$ cat src/rtl/avr_mul_seq.sv
// avr_mul_seq: issue/hold/writeback sequencer around the AVR hardware multiplier.
module avr_mul_seq #(
  parameter int unsigned WAIT_CYCLES = 0,
  parameter logic [4:0]  RES_ADR     = 5'd0
) (
  input  logic        cp2,
  input  logic        ireset,
  input  logic        cp2en,
  input  logic        idc_mul_start,
  input  logic        idc_fmul,
  input  logic        idc_muls,
  input  logic        idc_mulsu,
  input  logic [15:0] mr_in,
  input  logic        mc_in,
  output logic        mul_en,
  output logic        mul_fmul,
  output logic        mul_muls,
  output logic        mul_mulsu,
  output logic        mul_busy,
  output logic        reg_wr_en,
  output logic [4:0]  reg_wr_adr,
  output logic [15:0] reg_wr_data,
  output logic        sreg_cz_we,
  output logic        sreg_c,
  output logic        sreg_z
);
  typedef enum logic [1:0] {IDLE, HOLD, WB} state_t;
  localparam logic [1:0] WC = 2'(WAIT_CYCLES);
  if (WAIT_CYCLES > 3) begin : g_bad_wait
    $error("avr_mul_seq: WAIT_CYCLES must be 0..3");
  end
  state_t     state_q, state_d;
  logic [1:0] cnt_q, cnt_d;
  logic [2:0] mode_q, mode_d;
  logic [2:0] mode_in;
  logic       idle, wb;
  assign mode_in = {idc_fmul, idc_muls, idc_mulsu};
  always_comb begin
    state_d = state_q;
    cnt_d   = cnt_q;
    mode_d  = mode_q;
    if (cp2en) begin
      case (state_q)
        IDLE: if (idc_mul_start) begin
          mode_d  = mode_in;
          cnt_d   = WC;
          state_d = (WC == 2'd0) ? WB : HOLD;
        end
        HOLD: begin
          cnt_d   = cnt_q - 2'd1;
          state_d = (cnt_q == 2'd1) ? WB : HOLD;
        end
        default: state_d = IDLE;
      endcase
    end
  end
  always_ff @(posedge cp2 or negedge ireset) begin
    if (!ireset) begin
      state_q <= IDLE;
      cnt_q   <= 2'd0;
      mode_q  <= 3'd0;
    end else begin
      state_q <= state_d;
      cnt_q   <= cnt_d;
      mode_q  <= mode_d;
    end
  end
  // outputs are forced low while reset is asserted, even though IDLE passes inputs through
  assign idle = ireset && state_q == IDLE;
  assign wb   = ireset && state_q == WB;
  assign mul_en = idle && cp2en && idc_mul_start;
  assign {mul_fmul, mul_muls, mul_mulsu} = idle ? mode_in : (ireset ? mode_q : 3'd0);
  assign mul_busy    = idle ? idc_mul_start : (ireset && state_q == HOLD);
  assign reg_wr_en   = wb;
  assign reg_wr_adr  = RES_ADR;
  assign reg_wr_data = wb ? mr_in : 16'h0000;
  assign sreg_cz_we  = wb;
  assign sreg_c      = wb && mc_in;
  assign sreg_z      = wb && mr_in == 16'h0000;
endmodule

$ cat config.mk
export PLATFORM = sky130hd
export DESIGN_NAME = avr_mul_seq
export DESIGN_NICKNAME = d
export VERILOG_FILES = /design/src/rtl/avr_mul_seq.sv
export SDC_FILE = /design/constraint.sdc
export NUM_CORES = 1
export LEC_CHECK = 0
export CAP_MARGIN = 20
export CORE_MARGIN = 10
export CORE_UTILIZATION = 30
export CTS_CLUSTER_SIZE = 8
export DETAILED_ROUTE_END_ITERATION = 10
export PLACE_DENSITY = 0.76
export SETUP_SLACK_MARGIN = 0.3
export SLEW_MARGIN = 20
export SYNTH_ARGS = -nofsm -noshare
export SYNTH_HDL_FRONTEND = slang
export SYNTH_SLANG_ARGS = --single-unit
$ cat constraint.sdc
create_clock -name cp2 -period 1.6 [get_ports cp2]
set_clock_uncertainty 0.05 [all_clocks]
set_input_delay 0.32 -clock cp2 [delete_from_list [all_inputs] [get_ports cp2]]
set_output_delay 0.32 -clock cp2 [all_outputs]
set_load 0.01 [all_outputs]
---- Word-level counts from Yosys, hierarchy flattened ----
Cells that the tools add are included.
cells by class
  add/subtract/negate cells ............... 1
  equal/unequal tests ..................... 4
  muxes and demuxes ....................... 9
  reduce and logical (&&, ||, !) cells .... 13
operator list
  operator                                                               number
  16-bit zero test                                                       1
  16-bit two-way mux                                                     1
  2-bit one-hot mux with 2 select lines                                  2
  1-bit logical AND                                                      7
  2-bit two-way mux                                                      3
  3-bit two-way mux                                                      2
  3-bit AND reduction                                                    2
  2-bit by 1-bit equality test with 1-bit output, second input constant  2
  2-bit equality test, second input constant                             1
  2-bit zero test                                                        1
  2-bit inequality test, second input constant                           1
  2-bit AND reduction                                                    1
  2-bit nonzero test                                                     1
  2-bit by 1-bit subtractor with 2-bit output, second input constant     1
  1-bit two-way mux                                                      1
word-level totals
  register bits ........................... 7
  input bits .............................. 24
  output and inout bits ................... 30
  word-level logic and storage cells ...... 30

---- Logic depth before layout (Yosys ltp) ----
Gate-level depths: netlist of the first run.
  word-level depth ........................ 4
  mapped depth ............................ 5
  depth with buffers taken out ............ 4

---- Least setup slack after synthesis of the first run ----
Ideal clock, no wire load.
  kind .................................... input to output
  start ................................... in mr_in[14]
  end ..................................... out sreg_z
  arrival time ............................ 1.051 ns
  required time ........................... 1.230 ns
  slack ................................... 0.179 ns
  cell stages on the path ................. 3
  buffers on the path ..................... 0
  path through ............................ nor4_1 > nand2_1 > nor4_1
between the ends
  longest elaborated chain between the ends .. 2
ends and longest elaborated chain
  what               line  source
  start, declared    13    input logic [15:0] mr_in,
  16-bit zero test   79    assign sreg_z = wb && mr_in == 16'h0000;
  1-bit logical AND  79
  end, declared      25    output logic sreg_z
Every way passes these cells.

---- Worst setup path in the final report of the first run ----
  start ................................... in mr_in[11]
  end ..................................... out sreg_z
The elaborated chain is that of the path after synthesis.

==> key figures, run 1 <==
Timing
  • Final setup viols: 25
  • Fin. Hold Viols: 0
  • Final worst-path cycle share: 116.8%
  • Min Hold Slack: 158.1 ps
  • Setup ws final: -269.0 ps
  • Final Critical Period: 1869 ps
  • Max Slew Vio Count: 0
  • RSZ-0062 raised after global routing: true
  • Fmax: 535.0 MHz

Floorplanning
  • # IOs: 54
  • Die span in y: 66.08 um
  • Die X: 66.08 um
  • Core Box Area: 1982 um2
  • Initial core utilization: 32.13%
  • # rows: 16
  • Die area: 4366 um2

Critical path
  • Worst path slowest cell: clkdlybuf4s50_1
  • Critical Path RT: 1230 ps
  • FF-to-FF Start: state_q[0]
  • Startpoint Class: primary input
  • Worst path max stage delay: 430 ps
  • Setup crit end kind: output pin
  • Worst endpoint data arrival time: 1500 ps
  • Cell Chain, Critical Path: clkdlybuf4s50_1 > nor4_1 > nand2_1 > nor4_2 > buf_2
  • Worst-path fanout max: 2
  • Worst Setup SP: mr_in[11]
  • Reg2Reg Depth: 6
  • WS Path Type: in2out

Detailed routing
  • WL/cell: 17.77 um
  • Final ANT Viol Nets: 0
  • DR vias/cell: 4.605
  • DRT iter0 DRCs: 30
  • DRC: 0
  • Initial DRT Pass Iterations: 4
  • Drt total wl: 3.146 mm
  • Vias: 815

Placement
  • Cell total after placement: 156
  • Buffers added on ports: 48
  • GP Congestion: 0.8157
  • DP Wirelength: 1.907 mm
  • Dpl ws: -733.4 ps

Worst hold path
  • Hold Path Class: in2async

Status
  • Status: finished, violations left
  • Failing checks: negative setup slack

Power and ir drop
  • Switching share of power: 29.88%
  • Internal: 0.0005276 W
  • Pwr/cell area: 482.3 nW/um2
  • Sw Pwr: 0.0002249 W
  • Logic pwr share: 50.5%
  • Clock network power share: 21.5%
  • Reg power frac: 28.0%
  • Max VDD drop: 0.4386 mV
  • Total Power: 0.0007525 W
  • Leakage power: 0.7466 nW

CTS
  • CTS tree: built
  • CTS HTree Levels: 1
  • CTS Buffer Depth: 2
  • Clock Latency Late Sink: 240 ps
  • CTS root buf: clkbuf_4
  • Total clock sinks: 7
  • Total CTS buffers: 3
  • Clk slew on worst S/H paths: 60 ps

GRT
  • Initial antenna violation count: 0
  • First-pass GRT wire length: 3.919 mm
  • Total gr overflow: 0
  • GR Util All Layers: 11.22%
  • Vias in the first global route: 874
  • Largest net degree at the start of global routing: 13

Cells and area
  • Diodes inserted: 0
  • Ratio of cells with drive above 1 in the final layout: 65.33%
  • Util after Layout: 78.72%
  • P&R area growth vs syn: 145.0%
  • Post-Layout Cell Count: 177
  • Final net count: 176

Logic synthesis
  • Post-Synthesis Cells: 74
  • Async S/R FF share, synth: 100.0%
  • Top cell type's share of synthesized area: 27.50%
  • Synth Area per Inst: 8.606 um2
  • Yosys warns: 0
  • Seq cells post-synth: 7
  • Cell taking the most area after synthesis: dfrtp_1
  • Number of synthesized flops with an enable pin: 0
  • Area contributors post-synth: dfrtp_1 28%, and2_1 17%, buf_4 8.3%
  • Post-synthesis sequential area ratio: 27.50%
  • Top_reg_cell synth: dfrtp_1
  • Netlist cell types: 20
  • Cell area after synthesis: 636.9 um2

Flow run
  • Max_cap viols: 0
## stage by stage
| step | area, um2 | TNS (ps) |
|---|---|---|
| after floorplan | 693.2 | 0 |
| final | 1560 | -3552 |
| after global routing | 1560 | -4836 |
| after CTS | 1379 | -3182 |
| after detailed placement | 1231 | -15830 |
| after global placement | 1231 | -15790 |
## cell families (layout without fill, tap and decap cells)
family / Yosys count / count (layout) / synth area share, %
AO/OA/AOI/OAI: 12 / 12 / 10.61
multiplexers: 4 / 4 / 8.644
AND/OR/NAND/NOR: 38 / 38 / 37.72
flip-flops: 7 / 7 / 27.51
buffers and inverters: 11 / 83 / 12.97
other: 1 / 5 / 0.5888
adder cells (fa/ha/maj): 1 / 1 / 1.964
## layer usage
| layer | share of wire [%] | track usage, % | vias up |
|---|---|---|---|
| li1 | - | - | 390 |
| met1 | 41 | 12.74 | 379 |
| met2 | 48 | 18.84 | 46 |
| met3 | 11 | 4.576 | 0 |
| met4 | 0 | 3.141 | 0 |
| met5 | 0 | 0 | - |
## placed cells by master (no fill, tap or decap), types with 2 or more instances in the layout
cell type / n
buf_12: 2
buf_2: 5
o21ai_0: 3
o21ai_1: 3
nor2_4: 3
o21ai_2: 3
conb_1: 5
buf_6: 37
buf_4: 8
mux2_4: 3
nand2_1: 3
nand2b_1: 2
and2_4: 18
dfrtp_2: 2
a21boi_2: 2
nand2_2: 2
nor4_2: 4
inv_1: 2
dlygate4sd2_1: 13
clkbuf_4: 3
clkdlybuf4s50_1: 9
dfrtp_1: 5
## critical path, delay by kind of cell
kind / cells / cell delay, ps
buffers and inverters: 2 / 610
and+or+nand+nor: 3 / 570
## path summary, 6_finish.rpt
check,to,slack (ps)
max,sreg_z,-270
min,mode_q[1],160
max reg2reg,mode_q[1],40
min reg2reg,cnt_q[1],470
max in group asynchronous,state_q[1],1170
min in group cp2,cnt_q[1],470
## registers in the layout, summed over array words and instances, names as in the netlist
| name | count |
|---|---|
| cnt_q | 2 |
| mode_q | 3 |
| state_q | 2 |
## power groups by stage
stage	logic (W)	clock network [W]	registers, W
after floorplan	0.000142	0	0.000206
after global placement	0.000290	0	0.000213
after detailed placement	0.000294	0	0.000214
after CTS	0.000318	0.000173	0.000209
after global routing	0.000403	0.000177	0.000212
final	0.000380	0.000162	0.000210
## cell usage after synthesis, types with 2 or more instances
cell	count
buf_4	7
buf_6	2
o21ai_0	9
nand2b_1	2
and2_1	17
mux2_4	3
and2_2	2
nor2_4	2
nor4_1	5
nand2_1	6
inv_1	2
dfrtp_1	7
a21boi_0	3
## cell type report
type,instances,area [um2]
fill,120,421.7
tap,27,33.78
multi-input combinational,60,506.7
timing repair buffer,77,808.3
sequential,7,177.7
clock buffer,4,26.28
inverter,2,7.507
## timing repair
item / CTS / global route
cloned: 1 / 1
hold buffers: 0 / 0
gates resized for setup: 145 / 41
endpoints found under the setup margin: 28 / 31
pin swaps: 12 / 8
buffers inserted: 13 / 2
No activity file was read; power rests on OpenSTA's default activity.
==> run 2, diff against run 1 <==
--- a/config.mk
+++ b/config.mk
@@ -10,6 +10,7 @@
 export CORE_UTILIZATION = 30
 export CTS_CLUSTER_SIZE = 8
 export DETAILED_ROUTE_END_ITERATION = 10
+export HOLD_SLACK_MARGIN = 0.08
 export PLACE_DENSITY = 0.76
 export SETUP_SLACK_MARGIN = 0.3
 export SLEW_MARGIN = 20
==> results of run 2 <==
No change in the layout: final DEF, timing and power equal those of run 1.
